[src/rtl/i2c_slave_fsm.sv]
// rtl/i2c_slave_fsm.sv - I2C responder: START/STOP detect, 7-bit address match, byte rx/tx.
// Define I2C_SLAVE_CLK_STRETCH_EN to enable SCL stretching while waiting for tx_valid.
module i2c_slave_fsm #(
  parameter logic [6:0] SLAVE_ADDRESS = 7'b1011010,
  parameter int         SYNC_STAGES   = 2
) (
  input  logic       clk,
  input  logic       rst_,
  input  logic       scl_in,
  input  logic       sda_in,
  output logic       sda_out,
  output logic       sda_select,
  output logic       scl_stretch,
  output logic [7:0] rx_data,
  output logic       rx_valid,
  input  logic [7:0] tx_data,
  input  logic       tx_valid,
  output logic       tx_ready,
  output logic       busy,
  output logic       rw
);

  typedef enum logic [3:0] {
    IDLE, ADDR, ADDR_ACK, WR_DATA, WR_ACK, RD_DATA, RD_ACK, WAIT_STOP, LOAD_WAIT
  } state_t;

  state_t                 state_q, state_d;
  logic [SYNC_STAGES-1:0] scl_sync_q, scl_sync_d, sda_sync_q, sda_sync_d;
  logic                   scl_prev_q, sda_prev_q;
  logic [2:0]             bit_cnt_q, bit_cnt_d;
  logic [7:0]             shift_q, shift_d;
  logic                   flag_q, flag_d;
  logic                   rw_q, rw_d, busy_q, busy_d;
  logic [7:0]             rx_data_q, rx_data_d;
  logic                   rx_valid_q, rx_valid_d, tx_ready_q, tx_ready_d;
  logic                   sda_out_q, sda_out_d, sda_select_q, sda_select_d;
  logic                   scl_s, sda_s, scl_rise, scl_fall, start_det, stop_det;
  logic                   load_req, load_msb;
`ifdef I2C_SLAVE_CLK_STRETCH_EN
  logic                   stretch_q, stretch_d;
`else
  logic                   unused_tx_valid;
  assign unused_tx_valid = tx_valid;
`endif

  assign scl_s     = scl_sync_q[SYNC_STAGES-1];
  assign sda_s     = sda_sync_q[SYNC_STAGES-1];
  assign scl_rise  = scl_s & ~scl_prev_q;
  assign scl_fall  = ~scl_s & scl_prev_q;
  assign start_det = scl_s & sda_prev_q & ~sda_s;
  assign stop_det  = scl_s & ~sda_prev_q & sda_s;

  // flag_q: ACK slot already driven (ADDR_ACK/WR_ACK), byte fully shifted out
  // (RD_DATA), or MSB must be driven as soon as data arrives (LOAD_WAIT).
  always_comb begin
    scl_sync_d   = {scl_sync_q[SYNC_STAGES-2:0], scl_in};
    sda_sync_d   = {sda_sync_q[SYNC_STAGES-2:0], sda_in};
    state_d      = state_q;
    bit_cnt_d    = bit_cnt_q;
    shift_d      = shift_q;
    flag_d       = flag_q;
    rw_d         = rw_q;
    busy_d       = busy_q;
    rx_data_d    = rx_data_q;
    rx_valid_d   = 1'b0;
    tx_ready_d   = 1'b0;
    sda_out_d    = sda_out_q;
    sda_select_d = sda_select_q;
    load_req     = 1'b0;
    load_msb     = 1'b0;
`ifdef I2C_SLAVE_CLK_STRETCH_EN
    stretch_d    = rx_valid_q && (state_q == WR_ACK);
`endif

    case (state_q)
      ADDR: if (scl_rise) begin
        shift_d   = {shift_q[6:0], sda_s};
        bit_cnt_d = bit_cnt_q + 3'd1;
        if (bit_cnt_q == 3'd7) begin
          rw_d = sda_s;
          if (shift_q[6:0] == SLAVE_ADDRESS) begin
            state_d = ADDR_ACK;
            busy_d  = 1'b1;
            flag_d  = 1'b0;
          end else begin
            state_d = WAIT_STOP;
            busy_d  = 1'b0;
          end
        end
      end
      ADDR_ACK, WR_ACK: if (scl_fall) begin
        if (!flag_q) begin
          sda_select_d = 1'b0;
          sda_out_d    = 1'b0;
          flag_d       = 1'b1;
        end else begin
          sda_select_d = 1'b1;
          sda_out_d    = 1'b1;
          bit_cnt_d    = 3'd0;
          state_d      = WR_DATA;
          if (state_q == ADDR_ACK && rw_q) begin
            load_req = 1'b1;
            load_msb = 1'b1;
          end
        end
      end
      WR_DATA: if (scl_rise) begin
        shift_d   = {shift_q[6:0], sda_s};
        bit_cnt_d = bit_cnt_q + 3'd1;
        if (bit_cnt_q == 3'd7) begin
          rx_data_d  = {shift_q[6:0], sda_s};
          rx_valid_d = 1'b1;
          state_d    = WR_ACK;
          flag_d     = 1'b0;
        end
      end
      RD_DATA: if (scl_fall) begin
        if (flag_q) begin
          sda_select_d = 1'b1;
          sda_out_d    = 1'b1;
          state_d      = RD_ACK;
        end else begin
          sda_select_d = 1'b0;
          sda_out_d    = shift_q[7];
          shift_d      = {shift_q[6:0], 1'b0};
          bit_cnt_d    = bit_cnt_q + 3'd1;
          flag_d       = (bit_cnt_q == 3'd7);
        end
      end
      RD_ACK: if (scl_rise) begin
        if (!sda_s) load_req = 1'b1;
        else        state_d  = WAIT_STOP;
      end
`ifdef I2C_SLAVE_CLK_STRETCH_EN
      LOAD_WAIT: begin
        if (tx_valid) begin
          load_req = 1'b1;
          load_msb = flag_q;
        end else begin
          stretch_d = 1'b1;
        end
      end
`endif
      default: ;
    endcase

    // From ADDR_ACK the MSB goes out on the same fall that releases the ACK.
    if (load_req) begin
`ifdef I2C_SLAVE_CLK_STRETCH_EN
      if (!tx_valid) begin
        state_d   = LOAD_WAIT;
        flag_d    = load_msb;
        stretch_d = 1'b1;
      end else
`endif
      begin
        tx_ready_d = 1'b1;
        state_d    = RD_DATA;
        flag_d     = 1'b0;
        if (load_msb) begin
          sda_select_d = 1'b0;
          sda_out_d    = tx_data[7];
          shift_d      = {tx_data[6:0], 1'b0};
          bit_cnt_d    = 3'd1;
        end else begin
          shift_d   = tx_data;
          bit_cnt_d = 3'd0;
        end
      end
    end

    if (stop_det) begin
      state_d = IDLE;
      busy_d  = 1'b0;
    end
    if (start_det) begin
      state_d   = ADDR;
      bit_cnt_d = 3'd0;
      flag_d    = 1'b0;
    end
    if (start_det || stop_det) begin
      sda_select_d = 1'b1;
      sda_out_d    = 1'b1;
      rx_valid_d   = 1'b0;
      tx_ready_d   = 1'b0;
`ifdef I2C_SLAVE_CLK_STRETCH_EN
      stretch_d    = 1'b0;
`endif
    end
  end

  always_ff @(posedge clk) begin
    if (!rst_) begin
      state_q      <= IDLE;
      scl_sync_q   <= '1;
      sda_sync_q   <= '1;
      scl_prev_q   <= 1'b1;
      sda_prev_q   <= 1'b1;
      bit_cnt_q    <= 3'd0;
      shift_q      <= 8'd0;
      flag_q       <= 1'b0;
      rw_q         <= 1'b0;
      busy_q       <= 1'b0;
      rx_data_q    <= 8'd0;
      rx_valid_q   <= 1'b0;
      tx_ready_q   <= 1'b0;
      sda_out_q    <= 1'b1;
      sda_select_q <= 1'b1;
`ifdef I2C_SLAVE_CLK_STRETCH_EN
      stretch_q    <= 1'b0;
`endif
    end else begin
      state_q      <= state_d;
      scl_sync_q   <= scl_sync_d;
      sda_sync_q   <= sda_sync_d;
      scl_prev_q   <= scl_s;
      sda_prev_q   <= sda_s;
      bit_cnt_q    <= bit_cnt_d;
      shift_q      <= shift_d;
      flag_q       <= flag_d;
      rw_q         <= rw_d;
      busy_q       <= busy_d;
      rx_data_q    <= rx_data_d;
      rx_valid_q   <= rx_valid_d;
      tx_ready_q   <= tx_ready_d;
      sda_out_q    <= sda_out_d;
      sda_select_q <= sda_select_d;
`ifdef I2C_SLAVE_CLK_STRETCH_EN
      stretch_q    <= stretch_d;
`endif
    end
  end

  assign sda_out    = sda_out_q;
  assign sda_select = sda_select_q;
  assign rx_data    = rx_data_q;
  assign rx_valid   = rx_valid_q;
  assign tx_ready   = tx_ready_q;
  assign busy       = busy_q;
  assign rw         = rw_q;
`ifdef I2C_SLAVE_CLK_STRETCH_EN
  assign scl_stretch = stretch_q;
`else
  assign scl_stretch = 1'b0;
`endif

endmodule

[config.mk]
export PLATFORM = sky130hd
export DESIGN_NAME = i2c_slave_fsm
export DESIGN_NICKNAME = d
export VERILOG_FILES = /design/src/rtl/i2c_slave_fsm.sv
export SDC_FILE = /design/constraint.sdc
export NUM_CORES = 1
export LEC_CHECK = 0
export ABC_AREA = 1
export CAP_MARGIN = 20
export CORE_MARGIN = 1.5
export CORE_UTILIZATION = 30
export DETAILED_ROUTE_END_ITERATION = 6
export HOLD_SLACK_MARGIN = 0.1
export PLACE_DENSITY = 0.57
export SYNTH_ARGS = -nofsm -noshare
export SYNTH_HDL_FRONTEND = slang
export SYNTH_SLANG_ARGS = --single-unit
[constraint.sdc]
create_clock -name clk -period 1.55 [get_ports clk]
set_input_delay 0.155 -clock clk [delete_from_list [all_inputs] [get_ports clk]]
set_output_delay 0.155 -clock clk [all_outputs]
set_load 0.01 [all_outputs]
# After elaboration in Yosys (flattened, before gate mapping)
# Cells that the tools add are included.
# word_totals
ff_bits	36
latch_bits	0
mem_bits_rw	0
rom_bits	0
inputBits	13
output_inout_bits	15
n_memories	0
# op_classes
add_sub_neg	1
n_mul	0
div_mod_pow	0
order_cmp	0
eq_ne	41
n_shift	0
mux	59
bitwise	13
n_reduce_logical	26
# op_table
op	n
$ne A5 B5 Y1 const B	10
$mux W4	10
$mux W8	5
$ne A3 B3 Y1 const B	11
$reduce_and A11 Y1	3
$mux W1	30
$mux W3	8
$ne A2 B2 Y1 const B	11
$pmux W4 S5	1
$pmux W8 S2	1
$eq A4 B3 Y1 const B	3
$reduce_or A2 Y1	5
$pmux W3 S3	1
$reduce_or A3 Y1	3
$eq A4 B2 Y1 const B	2
$reduce_and A8 Y1	1
$reduce_bool A4 Y1	2
$reduce_bool A8 Y1	1
$reduce_or A4 Y1	2
$eq A7 B7 Y1 const B	1
$not A1 Y1	7
$and A1 B1 Y1	6
$reduce_and A3 Y1	2
$reduce_and A6 Y1	1
12 further kinds	13

# Depth between registers and ports, before layout
# Gate-level depths: netlist of the first run.
# depth
ltp_word	9
mapped_depth	12
ltp_nobuf	11

# Worst setup path before layout of the first run
# No wires, ideal clock.
# synth_path
path_kind	reg-to-reg
start	reg state_q[1]
end	reg shift_q[7]
setup_time_ps	116
arrival_time_ps	1268
t_required_ps	1434
slack_ps	167
path_stages_with_launch	13
cell_sequence	dfxtp_1 buf_6 inv_2 nand3_2 clkinv_1 nand2_2 nand2_2 nor2_4 nand2_4 nand2_4 inv_4 nor2_1 nor2_1
# synth_via
elab_chain_cells	8
# synth_rtl
item	line_no	rtl
from (decl)	27	state_t state_q, state_d;
from (signal assigned)	213	state_q <= state_d;
$eq A4 B2 Y1	75, 101	
$logic_and A1 B1 Y1	101	if (state_q == ADDR_ACK && rw_q) begin
$mux W1	101	
$mux W1	92	if (!flag_q) begin
$mux W1	91	ADDR_ACK, WR_ACK: if (scl_fall) begin
$pmux W1 S2 or $mux W1 (tied branches)	75	case (state_q)
$ne A3 B3 Y1 (no line) (tied with other cells)	-	
$reduce_and A4 Y1 (no line) or $mux W8 (tied branches)	-	
to (signal assigned)	219	shift_q <= shift_d;
to (decl)	31	logic [7:0] shift_q, shift_d;
# Parallel ways exist; a longest one is shown, timed or not.
# A chain may end at the register's enable or synchronous reset.

# Worst setup path in the final report of the first run
# layout_path
start	reg state_q[1]
end	reg state_q[0]
# layout_via
elab_chain_cells	9
# layout_rtl
item
branches (longest 9 deep; another with $reduce_and A11 Y1)
# Several ways; the timed one is not identified.

==> reports/metrics.yaml, run 1 <==
route:
  detail-route-antenna-nets: 0
  firstDrtPassIters: 4
  wire_per_inst_um: 11.34
  drt_iter0_drc: 76
  via_count: 2066
  route.detailed.drc: 0
  viasPerCell: 4.653
  totalWireLength_um: 5037
finish:
  multi_input_area_mm2: 0.001176
  syn2layout_area_growth_pct: 32.50
  diodes: 0
  design_area_mm2: 0.002704
  fillCellCount: 724
  regArea_um2: 714.4
  nets: 381
  final_layout_size_suffix_gt1_share_pct: 22.34
sta:
  rsz0062_at_grt: "yes"
  setup_tns_ns: 0
  period_needed_ns: 1.424
  finalClockSkew_ns: 0.01061
  slew_violations: 0
  fmax_mhz: 702.1
  timing.final.crit_share_pct: 91.89
  timing.final.hold_violations: 0
  setup_viol: 0
floorplanning:
  die_w_um: 85.48
  coreArea_mm2: 0.006459
  dieArea_mm2: 0.007306
  fp.dieH_um: 85.48
  start_util_pct: 31.60
  num_rows: 29
  io_pins: 28
logic_synthesis:
  syn_avg_cell_area_um2: 6.458
  synth_top_area_share_pct: 34.33
  ys_seq_area_share_pct: 34.33
  synth_cell_types: 29
  syn_area_mm2: 0.002041
  yosys.area.top_type: "dfxtp_1"
  ys_ff_latch: 35
  ys_warn_count: 0
  synthCells: 316
  synthTopCellsByArea: "dfxtp_1 (34%), nand2_1 (16%), nor2_1 (11%), inv_1 (5.0%), o21ai_0 (4.9%)"
  synth_fp_nets: 331
setup_path:
  crit_buf_inv: 2
  slowest_stage: "dfxtp_4"
  crit_path_max_incr_delay_ns: 0.39
  crit_arrival_ns: 1.61
  criticalPathCategory: "reg -> reg"
  crit_family: "simple AND/OR/NAND/NOR gates"
  startpoint_type: "flip-flop"
  cp_cell_sequence: "inv_2, buf_4, nand3_1, nand2_2, nand2_2, nand2_1, nor2_1, nand2_1, a21oi_2, nor2_1"
  cp_max_fo: 6
  required_ns: 1.74
  end_kind: "flip-flop"
hold_path:
  hold_path_class: "reg -> reg"
clocking:
  numCtsBuffers: 5
  cts_sinks: 35
  clkSlewWorstSetupHoldPaths_ns: 0.07
  clockRootBuffer: "clkbuf_8"
  worstSkewPairLatency_ns: 0.29
  cts_tree: "yes"
  htreeDepth: 2
  cts_hold_buffers: 0
  clockBufferDepth: 2
power:
  peakVddDrop_uv: 451.3
  leakagePower_nw: 1.331
  cellPowerDensity_mw_per_mm2: 1516
  power_mw: 4.099
flow_run:
  cap_violations: 0
grt:
  grt_pass1_wl_um: 8742
  grt_max_degree: 22
  grt-ovfl-total: 0
  grt_pass1_vias: 1941
  antenna_found_initial: 0
  grt_util_all_layers_pct: 14.86
outcome:
  status: "finished clean"
placement:
  place_congestion: 0.9069
  numPortBuffers: 25
  dp_hpwl_um: 3866
  place_area_mm2: 0.002485
## cells by family after synthesis
| kind of cell | after synthesis | synth area share, % |
|---|---|---|
| and+or+nand+nor | 195 | 44.02 |
| DFF | 35 | 34.33 |
| adders and majority gates | 2 | 1.226 |
| other | 1 | 0.1838 |
| AOI/OAI and AO/OA | 38 | 9.994 |
| buffers and inverters | 45 | 10.24 |
## synth_stat cells
| master | count |
|---|---|
| nand3_1 | 17 |
| ha_1 | 2 |
| conb_1 | 1 |
| buf_6 | 2 |
| clkinv_1 | 1 |
| nand3_4 | 1 |
| nand4_1 | 3 |
| o211ai_1 | 2 |
| a21oi_1 | 11 |
| nand2_2 | 7 |
| inv_2 | 5 |
| o21ai_0 | 20 |
| nor2_2 | 2 |
| inv_1 | 27 |
| nor2_1 | 59 |
| a21oi_2 | 2 |
| or2_2 | 4 |
| buf_4 | 4 |
| o22ai_1 | 1 |
| nand2_4 | 4 |
| clkbuf_1 | 2 |
| nand3_2 | 5 |
| nor3_4 | 1 |
| dfxtp_1 | 35 |
| nor2_4 | 2 |
| inv_4 | 4 |
| o21ai_1 | 2 |
| and2_1 | 1 |
| nand2_1 | 89 |
## placed cells by master (no fill, tap or decap), drive strengths merged, types with 2 or more instances in the layout
cell type | synthesis | final
clkbuf | 2 | 5
dfxtp | 35 | 35
buf | 6 | 26
nand2 | 100 | 100
clkinv | 1 | 2
nor2 | 63 | 63
a21oi | 13 | 13
o21ai | 22 | 22
nand4 | 3 | 3
inv | 36 | 37
or2 | 4 | 4
nand3 | 23 | 23
clkdlybuf4s50 | 0 | 25
ha | 2 | 2
o211ai | 2 | 2
## worst paths after layout
check                                    from            end  slack, ns  cells after the start
worst min register to register  sda_sync_q[0]  sda_sync_q[1]       0.42                      1
worst min-delay path            sda_sync_q[0]  sda_sync_q[1]       0.42                      1
worst max register to register     state_q[1]     state_q[0]       0.13                     10
worst max-delay path               state_q[1]     state_q[0]       0.13                     10
## stage by stage
stage | instances | setup slack, ns | hold slack [ns] | utilization [%]
4_1_cts | 439 | 0.01453 | 0.4213 | 40.26
3_3_place_gp | 431 | -0.005870 | 0.4030 | 38.47
3_5_place_dp | 431 | -0.04633 | 0.4028 | 38.47
2_1_floorplan | 316 | 0.1666 | 0.2616 | -
5_1_grt | 444 | -0.01542 | 0.4246 | 41.86
6_report | 444 | 0.1257 | 0.4208 | 41.86
## sequential cells by signal (all words and copies together), names as in the netlist
| register | cells |
|---|---|
| shift_q | 8 |
| scl_prev_q | 1 |
| sda_sync_q | 2 |
| state_q | 3 |
| sda_select | 1 |
| tx_ready | 1 |
| rx_data | 8 |
| busy | 1 |
| flag_q | 1 |
| bit_cnt_q | 3 |
| rw | 1 |
| scl_sync_q | 2 |
| rx_valid | 1 |
| sda_prev_q | 1 |
| sda_out | 1 |
## area by class of cell
type / instances / share of cell area, %
clock inverter: 3 / 1.620
clock buffer: 5 / 2.545
timing repair buffer: 51 / 16.47
multi-input combinational: 236 / 43.50
inverter: 37 / 5.877
sequential: 35 / 26.42
tap: 77 / 3.563
## routing by layer
| metal | vias to the layer above | track usage [%] | part of all wire [%] |
|---|---|---|---|
| li1 | 1083 | - | - |
| met1 | 947 | 18.55 | 46 |
| met2 | 29 | 25.91 | 50 |
| met3 | 7 | 2.821 | 2.5 |
| met4 | 0 | 4.399 | 1.3 |
| met5 | - | 0 | 0 |
## power breakdown
group | switching (mW) | leakage, nW | total [mW] | internal [mW]
clock network | 0.342 | 0.0581 | 0.821 | 0.479
logic | 1.16 | 0.986 | 1.99 | 0.826
registers | 0.196 | 0.287 | 1.29 | 1.09
total | 1.70 | 1.33 | 4.10 | 2.40
## timing repair
action                                 CTS  global route
endpoints found under the hold margin    0             0
buffers inserted                         0             5
pin swaps                                0             7
resized for setup                        2            22
setup endpoints to repair               13            25
No activity file was read; power rests on OpenSTA's default activity.
==> inputs of run 2 (changes only) <==
- CORE_MARGIN: 1.5 -> default
==> reports/metrics.yaml, run 2 (same netlist as run 1, synthesis figures left out) <==
setup_path:
  cp_cell_sequence: "inv_2, buf_4, nand2_1, buf_4, nand3_1, nand3_1, nor2_2, nand3_1, a21oi_1"
  cp_max_fo: 6
  startpoint_type: "flip-flop"
  end_kind: "flip-flop"
  crit_arrival_ns: 1.69
  crit_top_cell: "nand3_1"
  required_ns: 1.77
  criticalPathCategory: "reg -> reg"
  crit_path_max_incr_delay_ns: 0.37
  crit_family: "simple AND/OR/NAND/NOR gates"
  crit_buf_inv: 3
  slowest_stage: "dfxtp_4"
clocking:
  worstSkewPairLatency_ns: 0.29
  htreeDepth: 2
  clkSlewWorstSetupHoldPaths_ns: 0.08
  clockBufferDepth: 2
  cts_hold_buffers: 0
  clockRootBuffer: "clkbuf_8"
  numCtsBuffers: 5
  cts_tree: "yes"
  cts_sinks: 35
route:
  totalWireLength_um: 5070
  drt_iter0_drc: 116
  firstDrtPassIters: 6
  route.detailed.drc: 3
  viasPerCell: 4.658
  wire_per_inst_um: 11.34
  via_count: 2082
  detail-route-antenna-nets: 0
sta:
  fmax_mhz: 678.6
  timing.final.crit_share_pct: 95.07
  timing.final.hold_violations: 0
  slew_violations: 0
  rsz0062_at_grt: "yes"
  period_needed_ns: 1.474
  whs_ns: 0.4174
  setup_viol: 0
  finalClockSkew_ns: 0.008611
grt:
  grt_util_all_layers_pct: 14.97
  grt_max_degree: 22
  grt_pass1_vias: 1917
  grt_pass1_wl_um: 8590
  grt-ovfl-total: 0
  antenna_found_initial: 0
finish:
  design_area_mm2: 0.002665
  nets: 384
  fillCellCount: 702
  most-common-layout-cells: "nand2_1 (89), nor2_1 (56), dfxtp_1 (30), buf_4 (29), inv_1 (27)"
  syn2layout_area_growth_pct: 30.59
  diodes: 0
  final_layout_size_suffix_gt1_share_pct: 22.70
  final_common_cell: "nand2_1"
outcome:
  violations: "design-rule violations"
  status: "finished, violations left"
power:
  power_mw: 3.942
  peakVddDrop_uv: 576.6
  cellPowerDensity_mw_per_mm2: 1479
  leakagePower_nw: 1.309
flow_run:
  cap_violations: 0
floorplanning:
  fp.dieH_um: 84.48
  num_rows: 29
  start_util_pct: 31.60
  coreArea_mm2: 0.006459
  io_pins: 28
  die_w_um: 84.48
  dieArea_mm2: 0.007136
placement:
  dp_hpwl_um: 3861
  numPortBuffers: 25
  place_area_mm2: 0.002530
  place_congestion: 0.8958
hold_path:
  hold_path_class: "reg -> reg"
## run 2: area by class of cell
cell class | instances | area [µm²] | share of cell area, %
repair buffers | 54 | 467.9 | 17.56
flip-flops and latches | 35 | 714.4 | 26.81
well taps | 77 | 96.34 | 3.615
clock buffers | 5 | 68.82 | 2.582
inverters | 37 | 151.4 | 5.681
clock inverters | 3 | 23.77 | 0.8920
multi-input cells | 236 | 1142 | 42.86
## run 2: power breakdown
| group | switching, mW | leakage [nW] | internal [mW] |
|---|---|---|---|
| combinational | 1.16 | 0.982 | 0.822 |
| clock | 0.374 | 0.0408 | 0.321 |
| sequential | 0.176 | 0.287 | 1.09 |
| total | 1.71 | 1.31 | 2.23 |
## run 2: what timing repair did
action / in CTS / in global routing
gates resized for setup: 2 / 12
buffers inserted: 0 / 2
pin swaps: 0 / 2
setup endpoints to repair: 2 / 23
hold endpoints to repair: 0 / 0
## run 2: stage by stage
stage / utilization, % / setup slack (ns) / TNS [ns] / cells
finish: 41.26 / 0.07636 / 0 / 447
floorplan: - / 0.1666 / 0 / 316
global placement: 39.17 / -0.01269 / -0.01269 / 437
CTS: 40.64 / 0.008073 / 0 / 445
detailed placement: 39.17 / -0.001750 / -0.001750 / 437
global route: 41.26 / -0.04494 / -0.1624 / 447
## run 2: metal layers
metal / vias to the layer above / part of all wire (%) / GRT usage, %
li1: 1095 / - / -
met1: 944 / 47 / 18.80
met4: 0 / 0.67 / 4.006
met3: 4 / 3.4 / 3.048
met2: 39 / 49 / 26.15
met5: - / 0 / 0
## run 2: path summary, 6_finish.rpt
path	start	to	slack, ns	depth (start not counted)
worst max-delay path	state_q[1]	state_q[1]	0.08	9
worst max register to register	state_q[1]	state_q[1]	0.08	9
worst min-delay path	scl_sync_q[0]	scl_sync_q[1]	0.42	1
worst min register to register	scl_sync_q[0]	scl_sync_q[1]	0.42	1
## run 2: worst reg2reg max path: cells and delay by family (launching register included)
kind | cells | cell delay, ns
AOI/OAI and AO/OA | 1 | 0.13
and+or+nand+nor | 5 | 0.57
buffers and inverters | 3 | 0.34
DFF | 1 | 0.37
